File: src/rtl/int_ack_sequencer_pkg.sv
// Shared types and constants for the interrupt-acknowledge sequencer and its IVT reader.
package int_ack_sequencer_pkg;

  typedef enum logic [2:0] {
    ST_IDLE,
    ST_ACK1,
    ST_GAP,
    ST_ACK2,
    ST_WAIT_VEC,
    ST_FETCH,
    ST_DONE
  } state_t;

  localparam logic [19:0] IVT_BASE    = 20'h00000;
  localparam int          INTA_PULSES = 2;

  // The byte index only ever occupies the two low bits, so there is no carry into the vector.
  function automatic logic [19:0] ivt_addr(input logic [7:0] vec, input logic [1:0] k);
    return IVT_BASE | {10'b0, vec, k};
  endfunction

endpackage

File: src/rtl/int_ack_sequencer_ivt_byte_reader.sv
// Reads the four IVT bytes of one vector in order and assembles them into IP and CS.
module ivt_byte_reader
  import int_ack_sequencer_pkg::*;
(
  input  logic        iClk,
  input  logic        iRstN,
  input  logic        start,
  input  logic [7:0]  vec,
  output logic        bus_rd,
  output logic [19:0] bus_addr,
  input  logic        bus_rdy,
  input  logic [7:0]  bus_data,
  output logic        done,
  output logic [15:0] ip,
  output logic [15:0] cs
);

  logic [1:0] k;
  logic [7:0] vec_q;

  always_ff @(posedge iClk or negedge iRstN) begin
    if (!iRstN) begin
      k        <= 2'd0;
      vec_q    <= 8'h00;
      bus_rd   <= 1'b0;
      bus_addr <= 20'h00000;
      done     <= 1'b0;
      ip       <= 16'h0000;
      cs       <= 16'h0000;
    end else begin
      done <= 1'b0;
      if (start) begin
        vec_q    <= vec;
        k        <= 2'd0;
        bus_rd   <= 1'b1;
        bus_addr <= ivt_addr(vec, 2'd0);
      end else if (bus_rd && bus_rdy) begin
        case (k)
          2'd0: ip[7:0]  <= bus_data;
          2'd1: ip[15:8] <= bus_data;
          2'd2: cs[7:0]  <= bus_data;
          2'd3: cs[15:8] <= bus_data;
          default: ;
        endcase
        if (k == 2'd3) begin
          bus_rd <= 1'b0;
          done   <= 1'b1;
        end else begin
          k        <= k + 2'd1;
          bus_addr <= ivt_addr(vec_q, k + 2'd1);
        end
      end
    end
  end

endmodule

File: src/rtl/int_ack_sequencer.sv
// CPU-side 8259 interrupt-acknowledge initiator: two INTA pulses, vector capture, IVT fetch.
module int_ack_sequencer
  import int_ack_sequencer_pkg::*;
#(
  parameter int         ACK_GAP      = 2,
  parameter int         SEL_TIMEOUT  = 15,
  parameter logic [7:0] SPURIOUS_VEC = 8'h0F
) (
  input  logic        iClk,
  input  logic        iRstN,
  input  logic        iInt,
  input  logic        iIntEn,
  input  logic        iBoundary,
  output logic        oIntAck,
  input  logic        iSel,
  input  logic [7:0]  iData,
  output logic        oBusRd,
  output logic [19:0] oBusAddr,
  input  logic        iBusRdy,
  input  logic [7:0]  iBusData,
  output logic        oDone,
  output logic [7:0]  oVector,
  output logic [15:0] oIp,
  output logic [15:0] oCs,
  output logic        oSpurious,
  output logic        oBusy
);

  localparam int GAP_W = (ACK_GAP < 2) ? 1 : $clog2(ACK_GAP);
  localparam int TMO_W = (SEL_TIMEOUT < 2) ? 1 : $clog2(SEL_TIMEOUT);

  state_t            state;
  logic [GAP_W-1:0]  gap_cnt;
  logic [TMO_W-1:0]  tmo_cnt;
  logic              sel_hit;
  logic              tmo_hit;
  logic              rd_start;
  logic [7:0]        rd_vec;
  logic              rd_done;
  logic [15:0]       rd_ip;
  logic [15:0]       rd_cs;

  // The reader is launched on the same edge that leaves WAIT_VEC so the first read is not delayed.
  assign sel_hit  = (state == ST_WAIT_VEC) && iSel;
  assign tmo_hit  = (state == ST_WAIT_VEC) && !iSel && (tmo_cnt == TMO_W'(SEL_TIMEOUT - 1));
  assign rd_start = sel_hit || tmo_hit;
  assign rd_vec   = iSel ? iData : SPURIOUS_VEC;

  ivt_byte_reader u_reader (
    .iClk     (iClk),
    .iRstN    (iRstN),
    .start    (rd_start),
    .vec      (rd_vec),
    .bus_rd   (oBusRd),
    .bus_addr (oBusAddr),
    .bus_rdy  (iBusRdy),
    .bus_data (iBusData),
    .done     (rd_done),
    .ip       (rd_ip),
    .cs       (rd_cs)
  );

  always_ff @(posedge iClk or negedge iRstN) begin
    if (!iRstN) begin
      state     <= ST_IDLE;
      gap_cnt   <= '0;
      tmo_cnt   <= '0;
      oIntAck   <= 1'b0;
      oDone     <= 1'b0;
      oVector   <= 8'h00;
      oIp       <= 16'h0000;
      oCs       <= 16'h0000;
      oSpurious <= 1'b0;
      oBusy     <= 1'b0;
    end else begin
      oIntAck   <= 1'b0;
      oDone     <= 1'b0;
      oSpurious <= 1'b0;
      case (state)
        ST_IDLE: begin
          if (iBoundary && iIntEn && iInt) begin
            state   <= ST_ACK1;
            oIntAck <= 1'b1;
            oBusy   <= 1'b1;
          end
        end
        ST_ACK1: begin
          state   <= ST_GAP;
          gap_cnt <= '0;
        end
        ST_GAP: begin
          if (gap_cnt == GAP_W'(ACK_GAP - 1)) begin
            state   <= ST_ACK2;
            oIntAck <= 1'b1;
          end else begin
            gap_cnt <= gap_cnt + 1'b1;
          end
        end
        ST_ACK2: begin
          state   <= ST_WAIT_VEC;
          tmo_cnt <= '0;
        end
        ST_WAIT_VEC: begin
          if (sel_hit) begin
            oVector <= iData;
            state   <= ST_FETCH;
          end else if (tmo_hit) begin
            oVector   <= SPURIOUS_VEC;
            oSpurious <= 1'b1;
            state     <= ST_FETCH;
          end else begin
            tmo_cnt <= tmo_cnt + 1'b1;
          end
        end
        ST_FETCH: begin
          if (rd_done) begin
            oIp   <= rd_ip;
            oCs   <= rd_cs;
            oDone <= 1'b1;
            state <= ST_DONE;
          end
        end
        ST_DONE: begin
          state <= ST_IDLE;
          oBusy <= 1'b0;
        end
        default: begin
          state <= ST_IDLE;
          oBusy <= 1'b0;
        end
      endcase
    end
  end

endmodule

File: config.mk
export PLATFORM = sky130hd
export DESIGN_NAME = int_ack_sequencer
export DESIGN_NICKNAME = d
export VERILOG_FILES = /design/src/rtl/int_ack_sequencer_pkg.sv /design/src/rtl/int_ack_sequencer_ivt_byte_reader.sv /design/src/rtl/int_ack_sequencer.sv
export SDC_FILE = /design/constraint.sdc
export NUM_CORES = 1
export LEC_CHECK = 0
export BUFFER_PORTS_ARGS = -buffer_cell sky130_fd_sc_hd__buf_4
export CAP_MARGIN = 20
export CORE_MARGIN = 10
export CORE_UTILIZATION = 54
export DETAILED_ROUTE_END_ITERATION = 10
export HOLD_SLACK_MARGIN = 0.02
export PLACE_DENSITY = 0.78
export SLEW_MARGIN = 20
export SYNTH_ARGS = -nofsm -noshare
export SYNTH_HDL_FRONTEND = slang
export SYNTH_SLANG_ARGS = --single-unit
File: constraint.sdc
create_clock -name iClk -period 2.1 [get_ports iClk]
set_input_delay 0.21 -clock iClk [delete_from_list [all_inputs] [get_ports iClk]]
set_output_delay 0.21 -clock iClk [all_outputs]
set_load 0.02 [all_outputs]
==> impl_metrics.ini, run 1 <==
[cells_and_area]
diodes = 0
syn2layout_area_growth_pct = 20.8
drive_gt1_frac = 0.457
layout.cells.non_filler = 483
finalNetCount = 405

[power]
power_density_mw_per_mm2 = 1290
total_power_uw = 6720
p_leak_uw = 0.00261
vdd_ir_drop_max_mv = 0.537

[floorplanning]
die_x_um = 109
die_h_um = 109
pin_count = 88
core_area_mm2 = 0.00773
start_util = 0.557
row_count = 32
dieArea_mm2 = 0.0119

[timing]
setup_viol = 0
finalHoldViolations = 0
clock.fmax_mhz = 502
timing.final.crit_share = 0.949
max-slew-margin-rel = 0.610
worstMarginPinSlew_ns = 0.585
period_needed_ns = 1.99
fin_tns_setup_ns = 0
drv_slew = 0
fin_skew_ns = 0.0121
rsz0062_at_grt = no

[cts]
cts_sinks = 104
cts_root_buffer = clkbuf_8
path_clk_slew_ns = 0.10
clock_path_buffers = 2
insertion_delay_ns = 0.37
cts_tree = done
post-cts-setup-buffers = 0
post_cts_resized = 0
numCtsBuffers = 9
cts.htree.levels = 3
cts_hold_buffers = 1

[critical_path]
crit_slowest_cell = dfrtp_1
cp-start-kind = register
worstSetupPathType = reg2reg
cp.buffers_inverters = 1
cp_cell_sequence = inv_1, ha_1, a31oi_4, o2111ai_4, mux2_1
required_ns = 2.35
cp_max_fo = 9
end_kind = register
critPathTopFamily = compound AO/OA/AOI/OAI gates
critPathMaxStageDelay_ns = 0.44
arrival_ns = 2.24

[placed_design]
dp_cells = 466
place.gp.congestion = 0.798
port_buffers = 77
hpwl_um = 6330

[drt]
routed_wl_um = 8730
ant_nets = 0
drc = 0
initialDrtViolationCount = 66
vias_per_cell = 5.38
wl_per_cell_um = 18.1
drtPass1Iterations = 4
via_count = 2599

[global_route]
grt_max_degree = 46
track_usage = 0.153
grt_pass1_wl_um = 14300
globalRouteOverflowTotal = 0
grt_pass1_vias = 2807
antenna_found_initial = 0

[synthesis]
synth-edff-count = 0
synth_seq_area_share = 0.605
ys_types = 45
synthCells = 291
yosysTopAreaCell = dfrtp_1
synth_area_leaders = dfrtp_1 (60%), mux2_2 (16%), o2111ai_4 (2.4%)
avgSynthCellArea_um2 = 14.8
synth_warnings = 0
ys_ff_latch = 104
synthesis.area_mm2 = 0.00430
synthArstFlopShare = 1.00
synth_top_area_frac = 0.605
ys.flop_type = dfrtp_1

[job]
maxCapViolCount = 0

[outcome]
run_status = completed

[worst_hold_path]
hold_class = in2reg
[worst reg2reg max path: cells and delay by family (launching register included)]
family	cells	cell delay, ns
AOI/OAI and AO/OA	2	0.73
adders and majority gates	1	0.26
buffers and inverters	1	0.08
DFF	1	0.44
muxes	1	0.39
[path summary, 6_finish.rpt]
path                                   startpoint  slack (ns)                                to  cells after the start
hold reg to reg            oVector[0]$_DFFE_PN0P_        0.49            oVector[0]$_DFFE_PN0P_                      1
hold / removal                           iData[4]        0.08  u_reader.bus_addr[6]$_DFFE_PN0P_                      2
min in group asynchronous                   iRstN        0.37                 oIntAck$_DFF_PN0_                      2
setup / recovery           tmo_cnt[0]$_DFFE_PN0P_        0.11       u_reader.cs[10]$_DFFE_PN0P_                      5
setup reg to reg           tmo_cnt[0]$_DFFE_PN0P_        0.11       u_reader.cs[10]$_DFFE_PN0P_                      5
max in group asynchronous                   iRstN        1.03       u_reader.ip[12]$_DFFE_PN0P_                      3
[registers in the layout, summed over array words and instances, names as in the netlist, 3 cells and up]
| name | cells |
|---|---|
| u_reader.ip | 16 |
| u_reader.vec_q | 8 |
| oIp | 16 |
| oVector | 8 |
| oCs | 16 |
| state | 3 |
| tmo_cnt | 4 |
| u_reader.cs | 16 |
| u_reader.bus_addr | 9 |
[layer usage]
| layer | wire (um) | up-vias | part of all wire | track usage |
|---|---|---|---|---|
| li1 | - | 1203 | - | - |
| met1 | 3700 | 1326 | 0.42 | 0.187 |
| met2 | 4300 | 59 | 0.49 | 0.250 |
| met3 | 607 | 11 | 0.070 | 0.0507 |
| met4 | 112 | 0 | 0.013 | 0.0502 |
| met5 | 0 | - | 0 | 0 |
[cells by family after synthesis]
logic type / Yosys count / share of synthesized area
flops: 104 / 0.605
xor+xnor: 1 / 0.00204
other cells: 1 / 0.000872
fa+ha+maj: 6 / 0.0174
mux: 75 / 0.193
simple gates: 28 / 0.0369
compound gates: 45 / 0.105
buf+inv: 31 / 0.0395
[layout make-up]
type	instances	area, um^2
fillers	583	2530
repair buffers	89	696
clock buffers	9	124
multi-input cells	165	1570
inverters	7	26.3
flip-flops and latches	104	2600
well taps	102	128
clock inverters	7	53.8
[power breakdown]
part           switching [uW]  total (uW)  leakage (uW)  internal [uW]
Combinational            1170        2370       0.00119           1200
Sequential                478        3210       0.00132           2730
Clock                     696        1140     0.0000939            442
[synthesized netlist by cell type (all sizes together), types with 2 or more instances]
master,instances
o22a,8
o2bb2ai,6
nor2b,2
nor2,6
buf,18
a31oi,2
mux2,65
nand3b,2
a2bb2oi,4
inv,7
mux2i,10
ha,6
nand2,4
nand2b,4
a22o,8
o2111ai,4
a21oi,2
a21boi,2
o21ai,2
nand3,3
dfrtp,104
clkbuf,6
[layout by cell type (no fill, tap or decap), types with 2 or more instances in the layout]
cell type and n:
a2bb2oi_1 4, mux2_1 2, clkinv_2 2, clkinv_4 3
mux2_2 63, nand3_1 2, conb_1 10, ha_1 6
inv_1 7, clkbuf_8 9, o21ai_0 2, mux2i_1 10
a21boi_0 2, nor2b_1 2, o22a_1 8, nand3b_1 2
a21oi_1 2, buf_12 2, o2111ai_4 4, nand2_1 4
dfrtp_1 104, a22o_1 8, nand2b_1 4, inv_6 2
nor2_1 5, o2bb2ai_1 6, buf_4 86
[stage by stage]
| step | area, um^2 | worst slack [ns] | hold slack, ns | util |
|---|---|---|---|---|
| after CTS | 5200 | 0.0968 | 0.0649 | 0.673 |
| after floorplan | 4340 | 0.300 | -0.0856 | - |
| final | 5200 | 0.106 | 0.0760 | 0.673 |
| after global routing | 5200 | 0.0151 | 0.0662 | 0.673 |
| after detailed placement | 5010 | 0.122 | 0.248 | 0.648 |
| after global placement | 5010 | 0.193 | 0.243 | 0.648 |
Power figures use the tool's default switching activity.
==> run 2: changes to the inputs <==
==> constraint.sdc (replaced) <==
create_clock -name iClk -period 1.9 [get_ports iClk]
set_input_delay 0.19 -clock iClk [delete_from_list [all_inputs] [get_ports iClk]]
set_output_delay 0.19 -clock iClk [all_outputs]
set_load 0.02 [all_outputs]
==> impl_metrics.ini, run 2 (synthesis gave the netlist of run 1 again) <==
[outcome]
run_status = completed

[timing]
timing.final.crit_share = 0.941
drv_slew = 0
setup_viol = 0
period_needed_ns = 1.79
fin_skew_ns = 0.0104
clock.fmax_mhz = 559
rsz0062_at_grt = no
finalHoldViolations = 0

[floorplanning]
die_x_um = 109
pin_count = 88
start_util = 0.557
die_h_um = 109
core_area_mm2 = 0.00773
row_count = 32
dieArea_mm2 = 0.0119

[cts]
insertion_delay_ns = 0.36
path_clk_slew_ns = 0.10
cts_root_buffer = clkbuf_8
numCtsBuffers = 9
clock_path_buffers = 2
cts.htree.levels = 3
cts_tree = done
cts_sinks = 104

[job]
maxCapViolCount = 0

[global_route]
antenna_found_initial = 0
grt_pass1_wl_um = 14500
grt_pass1_vias = 2790
grt_max_degree = 43
track_usage = 0.153
globalRouteOverflowTotal = 0

[placed_design]
hpwl_um = 6280
dpl_cell_area_mm2 = 0.00503
place.gp.congestion = 0.753
dp_cells = 470
port_buffers = 77

[drt]
initialDrtViolationCount = 77
ant_nets = 0
drtPass1Iterations = 4
vias_per_cell = 5.31
routed_wl_um = 8590
drc = 0
wl_per_cell_um = 17.6
via_count = 2597

[power]
p_seq_frac = 0.475
p_leak_uw = 0.00263
power_density_mw_per_mm2 = 1410
p_int_uw = 4880
p_switching_uw = 2540
p_sw_frac = 0.342
vdd_ir_drop_max_mv = 0.637
comb_power_share = 0.366
clkPwrFrac = 0.159

[critical_path]
end_kind = register
reg2reg_slack_ns = 0.11
required_ns = 2.14
worstSetupPathType = reg2reg
arrival_ns = 2.03
r2r_cells = 5
cp_max_fo = 9
cp-start-kind = register

[cells_and_area]
diodes = 0
syn2layout_area_growth_pct = 22.4
fin_area_mm2 = 0.00527
layout_commonest_cell = dfrtp_1
drive_gt1_frac = 0.468
finalNetCount = 412
utilization = 0.682
final_cell_mix = dfrtp_1 (104), buf_4 (91), mux2_2 (63), mux2i_1 (10), conb_1 (10)
layout.cells.non_filler = 489

[worst_hold_path]
hold_class = in2reg
whs_path_depth = 2
==> run 2: changes by cell type in the layout (fill, tap and decap cells not counted) <==
cell,before,now
or3b_1,1,0
clkinv_4,3,0
clkbuf_1,0,1
nand2b_1,4,3
buf_4,86,91
clkinvlp_4,0,4
inv_6,2,0
or3b_4,0,1
buf_12,2,4
clkinv_2,2,1
nand2b_2,0,1
==> run 2: critical path, stage by stage, from the launching register on <==
cell and delay [ns]:
dfrtp_1 0.43, ha_1 0.25, a31oi_4 0.34, o2111ai_4 0.16, buf_12 0.19, mux2_1 0.30
==> run 2: area by class of cell <==
class	instances	area [um^2]
clock inverter	5	35.0
fill	545	2460
tap	102	128
multi-input combinational	165	1570
clock buffer	10	128
inverter	7	26.3
sequential	104	2600
timing repair buffer	96	773
==> run 2: power by group through the flow <==
| stage | logic, uW | registers (uW) | clock network, uW |
|---|---|---|---|
| after CTS | 2720 | 3520 | 1230 |
| after detailed placement | 2710 | 3560 | 0 |
| after global placement | 2630 | 3520 | 0 |
| after global routing | 2990 | 3630 | 1300 |
| after floorplan | 1410 | 3790 | 0 |
| final | 2720 | 3520 | 1180 |
==> run 2: worst paths after layout <==
kind | from | endpoint
max in group asynchronous | iRstN | oVector[1]$_DFFE_PN0P_
setup reg to reg | tmo_cnt[1]$_DFFE_PN0P_ | u_reader.cs[10]$_DFFE_PN0P_
setup / recovery | tmo_cnt[1]$_DFFE_PN0P_ | u_reader.cs[10]$_DFFE_PN0P_
min in group asynchronous | iRstN | gap_cnt$_DFFE_PN0P_
hold / removal | iData[7] | u_reader.bus_addr[9]$_DFFE_PN0P_
hold reg to reg | u_reader.cs[15]$_DFFE_PN0P_ | u_reader.cs[15]$_DFFE_PN0P_
==> run 2: layer usage <==
metal  vias to the layer above  track usage  share of wire
li1                       1215            -              -
met4                         0       0.0558          0.012
met1                      1311        0.191           0.42
met5                         -            0              0
met2                        60        0.250           0.49
met3                        11       0.0437          0.075
==> run 2: through the flow <==
stage / hold slack, ns / power [uW] / TNS, ns / setup slack, ns
2_1_floorplan: -0.106 / 5200 / 0 / 0.100
3_3_place_gp: 0.0948 / 6150 / -0.384 / -0.0383
3_5_place_dp: 0.0961 / 6270 / -0.648 / -0.0750
4_1_cts: 0.0421 / 7470 / 0 / 0.0151
5_1_grt: 0.0687 / 7920 / 0 / 0.0155
6_report: 0.0554 / 7420 / 0 / 0.112
==> run 2: timing repair <==
item / in CTS / in global routing
setup endpoints to repair: 12 / 39
endpoints found under the hold margin: 19 / 0
hold buffers: 1 / 0
setup buffers: 0 / 3
pin swaps: 0 / 5
gates resized for setup: 1 / 1
